[src/rtl/pulse_pkg.sv]
// Shared types and constants for the pulse-burst sequencer.
package pulse_pkg;
    localparam int PKG_PW     = 16;
    localparam int PKG_CW     = 16;
    localparam int PERIOD_MIN = 1;

    typedef enum logic {IDLE, RUN} state_t;

    typedef struct packed {
        logic [PKG_PW-1:0] period;
        logic [PKG_PW-1:0] width;
        logic [PKG_CW-1:0] count;
    } pulse_cmd_t;
endpackage

[src/rtl/pulse_phase_cnt.sv]
// Phase counter for one burst: wraps after period-1 and predicts the next pulse level.
module pulse_phase_cnt
    import pulse_pkg::*;
#(
    parameter int PW = PKG_PW
) (
    input  logic          clk,
    input  logic          rst,
    input  logic          clear,
    input  logic          load,
    input  logic          advance,
    input  logic [PW-1:0] period,
    input  logic [PW-1:0] width,
    output logic          wrap,
    output logic          pul_next
);
    logic [PW-1:0] phase;
    logic [PW-1:0] phase_d;
    logic [PW-1:0] last_phase;

    // A zero period behaves like period 1: every cycle is phase 0.
    assign last_phase = (period == '0) ? '0 : period - PW'(PERIOD_MIN);
    assign wrap       = (phase >= last_phase);

    always_comb begin
        phase_d = phase;
        if (clear || load)
            phase_d = '0;
        else if (advance)
            phase_d = wrap ? '0 : phase + PW'(1);
    end

    // Level for the phase about to be entered, so pul_out registers in step.
    assign pul_next = (phase_d < width);

    always_ff @(posedge clk) begin
        if (rst)
            phase <= '0;
        else
            phase <= phase_d;
    end
endmodule

[src/rtl/pulse_burst_ctrl.sv]
// Pulse-burst sequencer: valid/ready command intake, one-deep pending slot, registered pulse output.
module pulse_burst_ctrl
    import pulse_pkg::*;
#(
    parameter int PW = PKG_PW,
    parameter int CW = PKG_CW
) (
    input  logic          clk,
    input  logic          rst,
    input  logic          cmd_valid,
    output logic          cmd_ready,
    input  logic [PW-1:0] cmd_period,
    input  logic [PW-1:0] cmd_width,
    input  logic [CW-1:0] cmd_count,
    input  logic          abort,
    output logic          pul_out,
    output logic          busy,
    output logic          done,
    output logic [CW-1:0] pulses_left
);
    state_t        state;
    pulse_cmd_t    in_cmd, pend, ld_cmd;
    logic          pend_full;
    logic [PW-1:0] cur_period, cur_width;
    logic [CW-1:0] rem;

    logic hs, burst_end, load, advance, go_idle, done_d;
    logic wrap, pul_next;

    assign in_cmd    = '{period: cmd_period, width: cmd_width, count: cmd_count};
    assign cmd_ready = !rst && !pend_full && !abort;
    assign hs        = cmd_valid && cmd_ready;
    assign burst_end = (state == RUN) && wrap && (rem == CW'(1));

    always_comb begin
        ld_cmd  = in_cmd;
        load    = 1'b0;
        advance = 1'b0;
        go_idle = 1'b0;
        done_d  = 1'b0;
        if (state == IDLE) begin
            // A zero-count command is acknowledged with done but never runs.
            if (hs) begin
                load   = (in_cmd.count != '0);
                done_d = (in_cmd.count == '0);
            end
        end else if (burst_end) begin
            done_d = 1'b1;
            if (pend_full) begin
                ld_cmd = pend;
                load   = (pend.count != '0);
            end else if (hs) begin
                load   = (in_cmd.count != '0);
            end
            go_idle = !load;
        end else begin
            advance = 1'b1;
        end
    end

    pulse_phase_cnt #(.PW(PW)) u_phase (
        .clk      (clk),
        .rst      (rst),
        .clear    (abort || go_idle),
        .load     (load),
        .advance  (advance),
        .period   (cur_period),
        .width    (load ? ld_cmd.width : cur_width),
        .wrap     (wrap),
        .pul_next (pul_next)
    );

    always_ff @(posedge clk) begin
        if (rst || abort) begin
            state      <= IDLE;
            pend_full  <= 1'b0;
            pend       <= '0;
            cur_period <= '0;
            cur_width  <= '0;
            rem        <= '0;
            pul_out    <= 1'b0;
            done       <= 1'b0;
        end else begin
            done <= done_d;
            if (load) begin
                state      <= RUN;
                cur_period <= ld_cmd.period;
                cur_width  <= ld_cmd.width;
                rem        <= ld_cmd.count;
                pul_out    <= pul_next;
            end else if (go_idle) begin
                state   <= IDLE;
                rem     <= '0;
                pul_out <= 1'b0;
            end else if (advance) begin
                pul_out <= pul_next;
                if (wrap)
                    rem <= rem - CW'(1);
            end

            // Pending slot empties at every burst end; a zero-count entry is simply dropped.
            if (burst_end)
                pend_full <= 1'b0;
            else if (state == RUN && hs) begin
                pend      <= in_cmd;
                pend_full <= 1'b1;
            end
        end
    end

    assign busy        = (state == RUN);
    assign pulses_left = rem;
endmodule

[config.mk]
export PLATFORM = sky130hd
export DESIGN_NAME = pulse_burst_ctrl
export DESIGN_NICKNAME = d
export VERILOG_FILES = /design/src/rtl/pulse_pkg.sv /design/src/rtl/pulse_phase_cnt.sv /design/src/rtl/pulse_burst_ctrl.sv
export SDC_FILE = /design/constraint.sdc
export NUM_CORES = 1
export LEC_CHECK = 0
export BUFFER_PORTS_ARGS = -buffer_cell sky130_fd_sc_hd__buf_2
export CELL_PAD_IN_SITES_DETAIL_PLACEMENT = 0
export CELL_PAD_IN_SITES_GLOBAL_PLACEMENT = 1
export CORE_UTILIZATION = 40
export DETAILED_ROUTE_END_ITERATION = 7
export GPL_TIMING_DRIVEN = 0
export PLACE_DENSITY = 0.82
export SYNTH_ARGS = -nofsm -noshare
export SYNTH_HDL_FRONTEND = slang
export SYNTH_SLANG_ARGS = --single-unit
export TNS_END_PERCENT = 10
[constraint.sdc]
create_clock -name clk -period 8.92 [get_ports clk]
set_input_delay 0 -clock clk [delete_from_list [all_inputs] [get_ports clk]]
set_output_delay 0 -clock clk [all_outputs]
set_load 0.05 [all_outputs]
==> run_results.csv, run 1 <==
group,metric,value,unit
power,leakage,3.273,nW
worst_setup_path,critPathSlowestCell,"nor4_1",
cts,clockBufferDepth,2,
timing,hold_viol,0,
synthesis,synth_top_area_share,35.08,%
placement,place_inst,1136,
cts,cts_setup_buffers,0,
synthesis,synth_top_family_by_area,"simple AND/OR/NAND/NOR gates",
detailed_routing,drt_iter0_markers,614,
final_layout,drive_gt1_share,16.95,%
die,die_w,130.6,um
final_layout,final_common_cell,"nand2_1",
die,rows,46,
timing,setup-tns-final,0,ps
min_path,min_path_type,"input pin to flip-flop",
timing,max_clock_freq,157.6,MHz
grt,grt_pass1_wl,33330,um
synthesis,synth_cells,849,
placement,gp_congestion,0.8682,
final_layout,final_cell_mix,"192 x nand2_1, 116 x dfxtp_1, 97 x buf_2",
synthesis,synth_fp_nets,937,
synthesis,yosysSeqAreaShare,35.08,%
grt,grt.overflow.total,0,
worst_setup_path,critPathCaptureType,"flip-flop",
final_layout,post-route-util,52.21,%
grt,antenna_found_initial,0,
timing,period_share,71.12,%
die,die_area,17070,um2
placement,place_ws,2635,ps
final_layout,final_cell_count_no_fill,1219,
outcome,outcome,"finished, final reports clean",
timing,finalClockSkew,7.336,ps
die,coreArea,16000,um2
synthesis,ys_seq_elements,116,
synthesis,synth_fa_ha_area_share,6.804,%
worst_setup_path,startpoint_type,"flip-flop",
placement,dpl_cell_area,7246,um2
worst_setup_path,max_stage_delay,710,ps
power,total_power,1.394,mW
synthesis,synthSimpleGateAreaFrac,25.48,%
cts,tritoncts,"done",
power,ir_worst_vdd,0.0001299,V
timing,slew_viol_final,0,
worst_setup_path,worst-setup-path-type,"flip-flop to flip-flop",
grt,grt_max_degree,17,
timing,whs,375.3,ps
synthesis,synth_top_cell_by_area,"dfxtp_1",
detailed_routing,drc,0,
cts,clk_latency,420,ps
synthesis,synth_cell_types,61,
detailed_routing,dr.pass1.iters,7,
cts,cts_inserted_buffers,17,
placement,port_buffers,71,
timing,setup_violations,0,
synthesis,synth-xor-area-share,2.911,%
detailed_routing,num_vias,6746,
grt,grt_usage,25.80,%
detailed_routing,vias_per_cell,5.534,
synthesis,syn_avg_cell_area,7.798,um2
final_layout,num_antenna_cells,0,
timing,rsz0062_at_grt,"no",
cts,cts-htree-levels,4,
timing,relSlewSlack,46.88,%
cts,root_buffer,"clkbuf_16",
worst_setup_path,path_max_fanout,10,
cts,numClockSinks,116,
synthesis,synth_edf_count,0,
grt,grt_pass1_vias,6215,
detailed_routing,drtAntennaViolNets,0,
synthesis,yosys-mux-area-fraction,1.210,%
worst_setup_path,worstPathRequired,9260,ps
worst_setup_path,cp_data_arrival_time,6680,ps
detailed_routing,post_drt_wl_per_cell,17.26,um
power,p_per_area,166.9,nW/um2
synthesis,syn-cell-area,6620,um2
synthesis,synthTopCellsByArea,"dfxtp_1 35%, nand2_1 11%, ha_1 6.8%",
detailed_routing,routed_wl,21040,um
synthesis,ys_async_sr_fraction,0,%
synthesis,yosys_warnings,0,
synthesis,synth_compound_area_share,24.23,%
timing,setup_ws,2576,ps
die,pin_count,72,
worst_setup_path,crit_chain,"nor4_1 > nand4b_1 > or3_1 > clkbuf_1 > clkbuf_1 > nand2_1 > ha_1 > and4_1 > a21oi_1 > o21ai_0 > a211o_1 > buf_2 > nand4_1 > buf_1 > nand2_1 > a31o_2 > ha_1 > a21oi_1 > o21a_1 > o22ai_1 > or4_1 > a311oi_1 > o221ai_1 > o211ai_1",
job,max_cap_violations,0,
final_layout,fillers,1630,
timing,period_minus_slack,6344,ps
timing,worst_slew_pin_slew,790.7,ps
final_layout,final_nets,1078,
die,fp.dieH,130.6,um
final_layout,syn2layout_area_growth,26.18,%
final_layout,stdcell_area,8353,um2
cts,clk_pin_slew_worst_paths,50,ps
placement,hpwl,15130,um
die,initial_core_util,41.37,%
synthesis,ys.flop_type,"dfxtp_1",
synth_stat cells, drive strengths merged, types with 7 or more instances:
| library cell | instances |
|---|---|
| a211oi | 7 |
| a21o | 11 |
| a21oi | 82 |
| a311oi | 33 |
| a31o | 19 |
| and3 | 8 |
| and4 | 7 |
| buf | 30 |
| clkbuf | 26 |
| dfxtp | 116 |
| ha | 36 |
| inv | 10 |
| mux2i | 8 |
| nand2 | 193 |
| nand3 | 21 |
| nor2 | 79 |
| nor3 | 17 |
| nor4 | 14 |
| o211ai | 7 |
| o21ai | 25 |
| o22ai | 7 |
| xor2 | 16 |
flip-flops by register name, indices dropped and copies added, names as in the netlist:
register       flops
cur_width         16
pulses_left       16
pul_out            1
pend_full          1
cur_period        16
done               1
busy               1
pend              48
u_phase.phase     16
metal layers:
metal / GRT usage [%] / part of all wire, % / up-vias / wire, um
li1: - / - / 3358 / -
met1: 37.45 / 48 / 3180 / 10180
met2: 38.62 / 44 / 185 / 9350
met3: 4.927 / 5.8 / 23 / 1216
met4: 7.235 / 1.4 / 0 / 294
met5: 0 / 0 / - / 0
final cells by class:
type / count / area [um2] / area share (%)
clock buffers: 20 / 466.7 / 5.587
inverters: 10 / 37.54 / 0.4494
multi-input cells: 667 / 4014 / 48.05
well taps: 216 / 270.3 / 3.235
clock inverters: 12 / 130.1 / 1.558
repair buffers: 122 / 865.8 / 10.37
flip-flops and latches: 116 / 2322 / 27.80
plain buffers: 56 / 246.5 / 2.951
kinds of logic after synthesis:
kind of cell               count (synthesis)
DFF                                      116
muxes                                      8
and+or+nand+nor                          375
adders and majority gates                 36
AOI/OAI and AO/OA                        226
buffers and inverters                     66
xor gates and xnor gates                  22
path summary, 6_finish.rpt:
| check | from | endpoint | slack, ps | cells past startpoint |
|---|---|---|---|---|
| worst max-delay path | cur_period[2] | pul_out | 2580 | 24 |
| worst min-delay path | cmd_width[4] | pend[20] | 380 | 4 |
| worst max register to register | cur_period[2] | pul_out | 2580 | 24 |
| worst min register to register | pend[39] | pend[39] | 460 | 2 |
report_power, final:
group / leakage (nW) / switching [mW] / internal, mW
registers: 0.936 / 0.00584 / 0.524
logic: 2.06 / 0.104 / 0.0750
clock network: 0.280 / 0.254 / 0.432
critical path, delay by kind of cell, from the launching register on:
kind	cells	cell delay, ps
AOI/OAI and AO/OA	10	1900
and+or+nand+nor	8	2300
buffers and inverters	4	1150
DFF	1	380
adders and majority gates	2	530
what timing repair did:
item	4_1_cts	5_1_grt
hold buffers	51	0
endpoints found under the hold margin	90	0
gates resized for setup	0	0
No activity file was read; power rests on OpenSTA's default activity.
==> run 2, diff against run 1 <==
--- a/config.mk
+++ b/config.mk
@@ -5,13 +5,14 @@
 export SDC_FILE = /design/constraint.sdc
 export NUM_CORES = 1
 export LEC_CHECK = 0
+export ABC_AREA = 1
 export BUFFER_PORTS_ARGS = -buffer_cell sky130_fd_sc_hd__buf_2
 export CELL_PAD_IN_SITES_DETAIL_PLACEMENT = 0
 export CELL_PAD_IN_SITES_GLOBAL_PLACEMENT = 1
-export CORE_UTILIZATION = 40
+export CORE_UTILIZATION = 38
 export DETAILED_ROUTE_END_ITERATION = 7
 export GPL_TIMING_DRIVEN = 0
-export PLACE_DENSITY = 0.82
+export PLACE_DENSITY = 0.84
 export SYNTH_ARGS = -nofsm -noshare
 export SYNTH_HDL_FRONTEND = slang
 export SYNTH_SLANG_ARGS = --single-unit
==> constraint.sdc (replaced) <==
create_clock -name clk -period 5.1 [get_ports clk]
set_input_delay 0 -clock clk [delete_from_list [all_inputs] [get_ports clk]]
set_output_delay 0 -clock clk [all_outputs]
set_load 0.05 [all_outputs]
==> run 2 against run 1 <==
Net effect: global-route usage decreased by 2.0 points; maximum frequency increased by 32%; via count increased by 3.8%; sequential power increased by 73%; critical path depth increased by 13; worst hold slack got worse by 300 ps; synthesized cell count increased by 14%; routed wire length decreased by 2.1%; critical endpoint unchanged; total power increased by 71%; flip-flop and latch count unchanged; critical path type unchanged.
==> run_results.csv, run 2 <==
group,metric,value,unit
final_layout,fillers,1746,
synthesis,ys_async_sr_fraction,0,%
placement,place_inst,1256,
power,leakage,3.805,nW
worst_setup_path,worst-setup-path-type,"flip-flop to flip-flop",
worst_setup_path,worstPathRequired,5460,ps
synthesis,synth_cells,966,
min_path,min_path_type,"input pin to flip-flop",
cts,clockBufferDepth,2,
worst_setup_path,worstSetupEndpoint,"pul_out",
detailed_routing,post_drt_wl_per_cell,15.24,um
cts,tritoncts,"done",
timing,whs,72.80,ps
worst_setup_path,max_stage_delay,330,ps
power,ir_worst_vdd,0.0002472,V
worst_setup_path,r2r.worst_path.cells,37,
detailed_routing,drtAntennaViolNets,0,
timing,relSlewSlack,53.16,%
timing,setup-tns-final,0,ps
synthesis,yosys_warnings,0,
timing,max_clock_freq,208.0,MHz
cts,clk_latency,430,ps
placement,port_buffers,70,
worst_setup_path,startpoint_type,"flip-flop",
worst_setup_path,critPathCaptureType,"flip-flop",
synthesis,synthTopCellsByArea,"dfxtp_1 35%, nand2_1 9.1%, o21ai_0 8.4%",
final_layout,final_cell_mix,"156 x nand2_1, 119 x nor2_1, 114 x dfxtp_1",
placement,hpwl,15220,um
cts,clk_pin_slew_worst_paths,60,ps
grt,grt_use_met1,32.51,%
final_layout,stdcell_area,8548,um2
final_layout,drive_gt1_share,16.62,%
die,fp.dieH,133.7,um
worst_setup_path,r2r-start,"cur_period[1]",
power,p_per_area,278.1,nW/um2
power,switching_power,0.6481,mW
power,switching_share,27.26,%
final_layout,final_common_cell,"nand2_1",
synthesis,synth.most_common_cell,"nand2_1",
timing,worst_slew_pin_slew,696.8,ps
final_layout,syn2layout_area_growth,29.74,%
timing,period_minus_slack,4808,ps
die,rows,47,
placement,gp_congestion,0.8619,
die,die_w,133.7,um
grt,gr-usage-met3,4.756,%
worst_setup_path,cp_common_cell,"inv_2",
worst_setup_path,critPathSlowestCell,"dfxtp_1",
die,pin_count,72,
grt,grt.busiest_layer,"met2",
cts,root_buffer,"clkbuf_16",
power,pwr-share-seq,38.6,%
synthesis,synth_edf_count,0,
timing,period_share,94.27,%
job,max_cap_violations,0,
detailed_routing,vias_per_cell,5.181,
cts,numClockSinks,116,
worst_setup_path,cp-startpoint,"cur_period[1]",
grt,met2_usage,37.27,%
timing,slew_viol_final,0,
outcome,outcome,"finished, final reports clean",
detailed_routing,num_vias,7000,
timing,hold_viol,0,
detailed_routing,drt_iter0_markers,556,
synthesis,yosysSeqAreaShare,35.24,%
worst_setup_path,r2r_setup_slack,290,ps
synthesis,synth_cell_types,40,
power,p_clk_share,49.4,%
worst_setup_path,path_max_fanout,10,
final_layout,top_register,"pend",
final_layout,num_antenna_cells,0,
min_path,worstHoldStart,"cmd_valid",
detailed_routing,dr.pass1.iters,5,
final_layout,post-route-util,51.00,%
die,coreArea,16760,um2
worst_setup_path,r2r-end,"pul_out",
timing,setup_violations,0,
synthesis,syn-cell-area,6589,um2
synthesis,synth_top_area_share,35.24,%
synthesis,ys.flop_type,"dfxtp_1",
placement,place_ws,-453.9,ps
synthesis,synth_top_cell_by_area,"dfxtp_1",
synthesis,netlist_top_cells_count,"159 x nand2_1, 124 x nor2_1, 116 x dfxtp_1",
grt,grt_max_degree,17,
synthesis,ys_seq_elements,116,
cts,cts-htree-levels,4,
synthesis,synth_fp_nets,1054,
die,initial_core_util,39.31,%
grt,grt_pass1_vias,6393,
die,die_area,17870,um2
final_layout,final_nets,1206,
grt,grt_pass1_wl,32960,um
grt,grt_usage,23.80,%
grt,antenna_found_initial,0,
power,total_power,2.377,mW
grt,grt.overflow.total,0,
detailed_routing,drc,0,
worst_setup_path,cp_data_arrival_time,5170,ps
final_layout,largest_reg_flops,48,
synthesis,syn_avg_cell_area,6.821,um2
detailed_routing,routed_wl,20590,um
power,combPwrFrac,12.0,%
timing,setup_ws,292.2,ps
power,internal_power,1.729,mW
placement,dpl_cell_area,7214,um2
cts,cts_inserted_buffers,17,
timing,finalClockSkew,9.421,ps
final_layout,final_cell_count_no_fill,1351,
==> run 2: cell count changes in the layout (fill, tap and decap cells not counted), sizes merged, moves of 12 or more <==
| cell | delta |
|---|---|
| nand3 | +32 |
| nor2 | +50 |
| nor3 | +18 |
| inv | +104 |
| a31o | -18 |
| nand2 | -28 |
| a31oi | +12 |
| o21ai | +89 |
| a311oi | -33 |
==> run 2: power by group through the flow <==
| stage | combinational (mW) | sequential, mW | clock [mW] |
|---|---|---|---|
| 2_1_floorplan | 0.147 | 0.949 | 0 |
| 3_3_place_gp | 0.233 | 0.938 | 0 |
| 3_5_place_dp | 0.233 | 0.938 | 0 |
| 4_1_cts | 0.270 | 0.918 | 1.19 |
| 5_1_grt | 0.316 | 0.918 | 1.23 |
| 6_report | 0.285 | 0.918 | 1.17 |
==> run 2: final cells by class <==
type	count	area (um2)	area share (%)
well taps	220	275.3	3.220
clock inverters	13	126.4	1.478
repair buffers	133	948.4	11.09
inverters	111	419.2	4.903
flip-flops and latches	116	2325	27.20
plain buffers	46	217.7	2.547
multi-input cells	693	3784	44.26
clock buffers	19	452.9	5.299
==> run 2: how the worst min path moves through the flow <==
| stage | to | slack [ps] | cells past startpoint |
|---|---|---|---|
| after floorplan | pend[17] | 130 | 2 |
| after detailed placement | u_phase.phase[5] | 220 | 2 |
| final | pend_full | 70 | 4 |
| after CTS | pend_full | 50 | 4 |
| after global routing | pend_full | 80 | 4 |
| after global placement | u_phase.phase[4] | 210 | 2 |
==> run 2: cell families (layout without fill, tap and decap cells) <==
logic type	after synthesis	count (layout)	synth area share, %
AO/OA/AOI/OAI	230	230	19.26
XOR/XNOR	12	12	1.595
adder cells (fa/ha/maj)	36	36	6.836
buffers and inverters	157	322	9.476
flip-flops	116	116	35.25
AND/OR/NAND/NOR	415	415	27.59
==> run 2: per-layer routing <==
layer / share of wire (%) / up-vias / wire length (um)
li1: - / 3553 / -
met1: 49 / 3220 / 10080
met2: 45 / 199 / 9192
met3: 4.5 / 28 / 936
met4: 1.8 / 0 / 379
met5: 0 / - / 0
==> run 2: critical path: cells and delay by family (launching register included) <==
family          cells  cell delay [ps]
compound gates      5              670
simple gates       20             2360
flops               1              330
buf+inv             9              610
fa+ha+maj           3              740
==> run 2: timing repair <==
action	CTS	global route
hold buffers	50	0
pin swaps	1	12
resized for setup	11	36
setup endpoints to repair	1	1
endpoints found under the hold margin	73	0
buffers inserted	2	11
==> run 3, diff against run 2 <==
==> constraint.sdc (replaced) <==
create_clock -name clk -period 4.06 [get_ports clk]
set_input_delay 0 -clock clk [delete_from_list [all_inputs] [get_ports clk]]
set_output_delay 0 -clock clk [all_outputs]
set_load 0.05 [all_outputs]
==> run 3 against run 2 <==
Net effect: the run now ends with setup timing left; clock skew down 0.72 ps; core utilization is 3.2 points higher; maximum frequency increased by 5.3%; setup slack worse by 800 ps; routed wire length grew 6.4%; die area did not move; register-to-register slack worse by 800 ps; clock power is 38% higher; combinational power grew 39%; count of clock-buffer cells in the layout grew 1; largest cell class unchanged; largest power group unchanged; highest routed layer unchanged.
==> run_results.csv, run 3 (synthesized netlist as in run 2, its figures left out) <==
group,metric,value,unit
power,combPwrFrac,12.5,%
worst_setup_path,cp_common_cell,"nand2_1",
cts,cts_inserted_buffers,17,
power,ir_worst_vdd,0.0002842,V
outcome,violations,"setup timing",
detailed_routing,post_drt_wl_per_cell,15.93,um
detailed_routing,drtAntennaViolNets,0,
worst_setup_path,max_stage_delay,370,ps
placement,port_buffers,70,
timing,rsz0062_at_grt,"yes",
timing,setup_violations,1,
timing,finalClockSkew,8.701,ps
final_layout,final_common_cell,"nand2_1",
detailed_routing,drt_iter0_markers,565,
detailed_routing,num_vias,7147,
cts,cts-htree-levels,4,
outcome,outcome,"finished, violations left",
worst_setup_path,worst-setup-path-type,"flip-flop to flip-flop",
timing,period_minus_slack,4565,ps
power,leakage,4.017,nW
cts,tritoncts,"done",
power,total_power,3.165,mW
detailed_routing,routed_wl,21920,um
die,die_w,133.7,um
worst_setup_path,critPathSlowestCell,"dfxtp_4",
timing,slew_viol_final,0,
timing,max_clock_freq,219.1,MHz
grt,grt.overflow.total,0,
die,rows,47,
cts,root_buffer,"clkbuf_16",
cts,clk_pin_slew_worst_paths,60,ps
timing,hold_viol,0,
die,initial_core_util,39.31,%
timing,worst_slew_pin_slew,706.1,ps
cts,numClockSinks,116,
min_path,min_path_type,"input pin to flip-flop",
final_layout,post-route-util,54.17,%
final_layout,drive_gt1_share,22.40,%
timing,relSlewSlack,52.53,%
power,p_clk_share,51.2,%
grt,grt_max_degree,17,
worst_setup_path,startpoint_type,"flip-flop",
detailed_routing,drc,0,
worst_setup_path,cpLargestDelayFamily,"simple AND/OR/NAND/NOR gates",
timing,setup-tns-final,-504.8,ps
detailed_routing,dr.pass1.iters,7,
worst_setup_path,critPathCaptureType,"flip-flop",
final_layout,final_nets,1232,
placement,gp_congestion,0.8597,
final_layout,num_antenna_cells,0,
worst_setup_path,path_max_fanout,10,
timing,setup_ws,-504.8,ps
grt,antenna_found_initial,0,
final_layout,largest_reg_flops,48,
final_layout,top_register,"pend",
job,max_cap_violations,0,
power,p_per_area,348.7,nW/um2
final_layout,final_cell_mix,"150 x nand2_1, 112 x nor2_1, 110 x dfxtp_1",
cts,clockBufferDepth,2,
power,internal_power,2.369,mW
worst_setup_path,worstPathRequired,4400,ps
power,switching_power,0.7960,mW
power,switching_share,25.15,%
grt,grt_pass1_vias,6782,
final_layout,syn2layout_area_growth,37.79,%
die,pin_count,72,
die,die_area,17870,um2
worst_setup_path,crit_buf_inv,4,
placement,hpwl,15320,um
die,fp.dieH,133.7,um
power,pwr-share-seq,36.4,%
grt,grt_usage,24.89,%
die,coreArea,16760,um2
detailed_routing,vias_per_cell,5.194,
cts,clk_latency,420,ps
timing,period_share,112.4,%
grt,grt_pass1_wl,34770,um
worst_setup_path,cp_data_arrival_time,4910,ps
## run 3: path summary, 6_finish.rpt
| check | slack [ps] | depth (start not counted) | from | to |
|---|---|---|---|---|
| max | -500 | 28 | cur_period[2] | pul_out |
| min | 80 | 4 | cmd_valid | pend_full |
| max reg2reg | -500 | 28 | cur_period[2] | pul_out |
| min reg2reg | 460 | 2 | pend[37] | cur_period[5] |
## run 3: tightest hold or removal path, cell delays in order
cell     delay [ps]
buf_2           110
nor3b_4         160
a21oi_1         120
nor3_1           60
## run 3: power groups by stage
stage | sequential, mW | clock, mW | combinational, mW
floorplan | 1.19 | 0 | 0.187
global placement | 1.18 | 0 | 0.295
detailed placement | 1.18 | 0 | 0.294
CTS | 1.15 | 1.63 | 0.372
global route | 1.15 | 1.69 | 0.430
finish | 1.15 | 1.62 | 0.395
## run 3: cell type report
cell class                      instances  area (um2)
Tap cell                              220       275.3
Sequential cell                       116        2337
Inverter                              111       421.7
Timing Repair Buffer                  159        1144
Buffer                                 46       247.7
Multi-Input combinational cell        693        4021
Clock buffer                           20       456.7
Fill cell                            1587        7681
Clock inverter                         11       175.2
## run 3: layer usage
| layer | vias up | track usage, % | wire (um) | share of wire, % |
|---|---|---|---|---|
| met2 | 195 | 40.83 | 10350 | 47 |
| met3 | 31 | 4.490 | 1144 | 5.2 |
| met1 | 3326 | 33.10 | 10070 | 46 |
| met4 | 0 | 7.513 | 355 | 1.6 |
| met5 | - | 0 | 0 | 0 |
| li1 | 3595 | - | - | - |
## run 3: what timing repair did
item / in CTS / in global routing
hold endpoints to repair: 71 / 0
resized for setup: 65 / 45
pin swaps: 33 / 25
hold buffers: 50 / 0
endpoints found under the setup margin: 68 / 48
setup buffers: 28 / 11
## run 3: through the flow
step / hold WS [ps] / worst slack [ps] / cells / instance area [um2]
after global routing: 93.82 / -717.0 / 1376 / 9079
after floorplan: 134.9 / -132.2 / 966 / 6626
after detailed placement: 216.5 / -1209 / 1256 / 7252
after global placement: 217.7 / -1201 / 1256 / 7252
after CTS: 64.17 / -333.6 / 1365 / 8845
final: 83.89 / -504.8 / 1376 / 9079
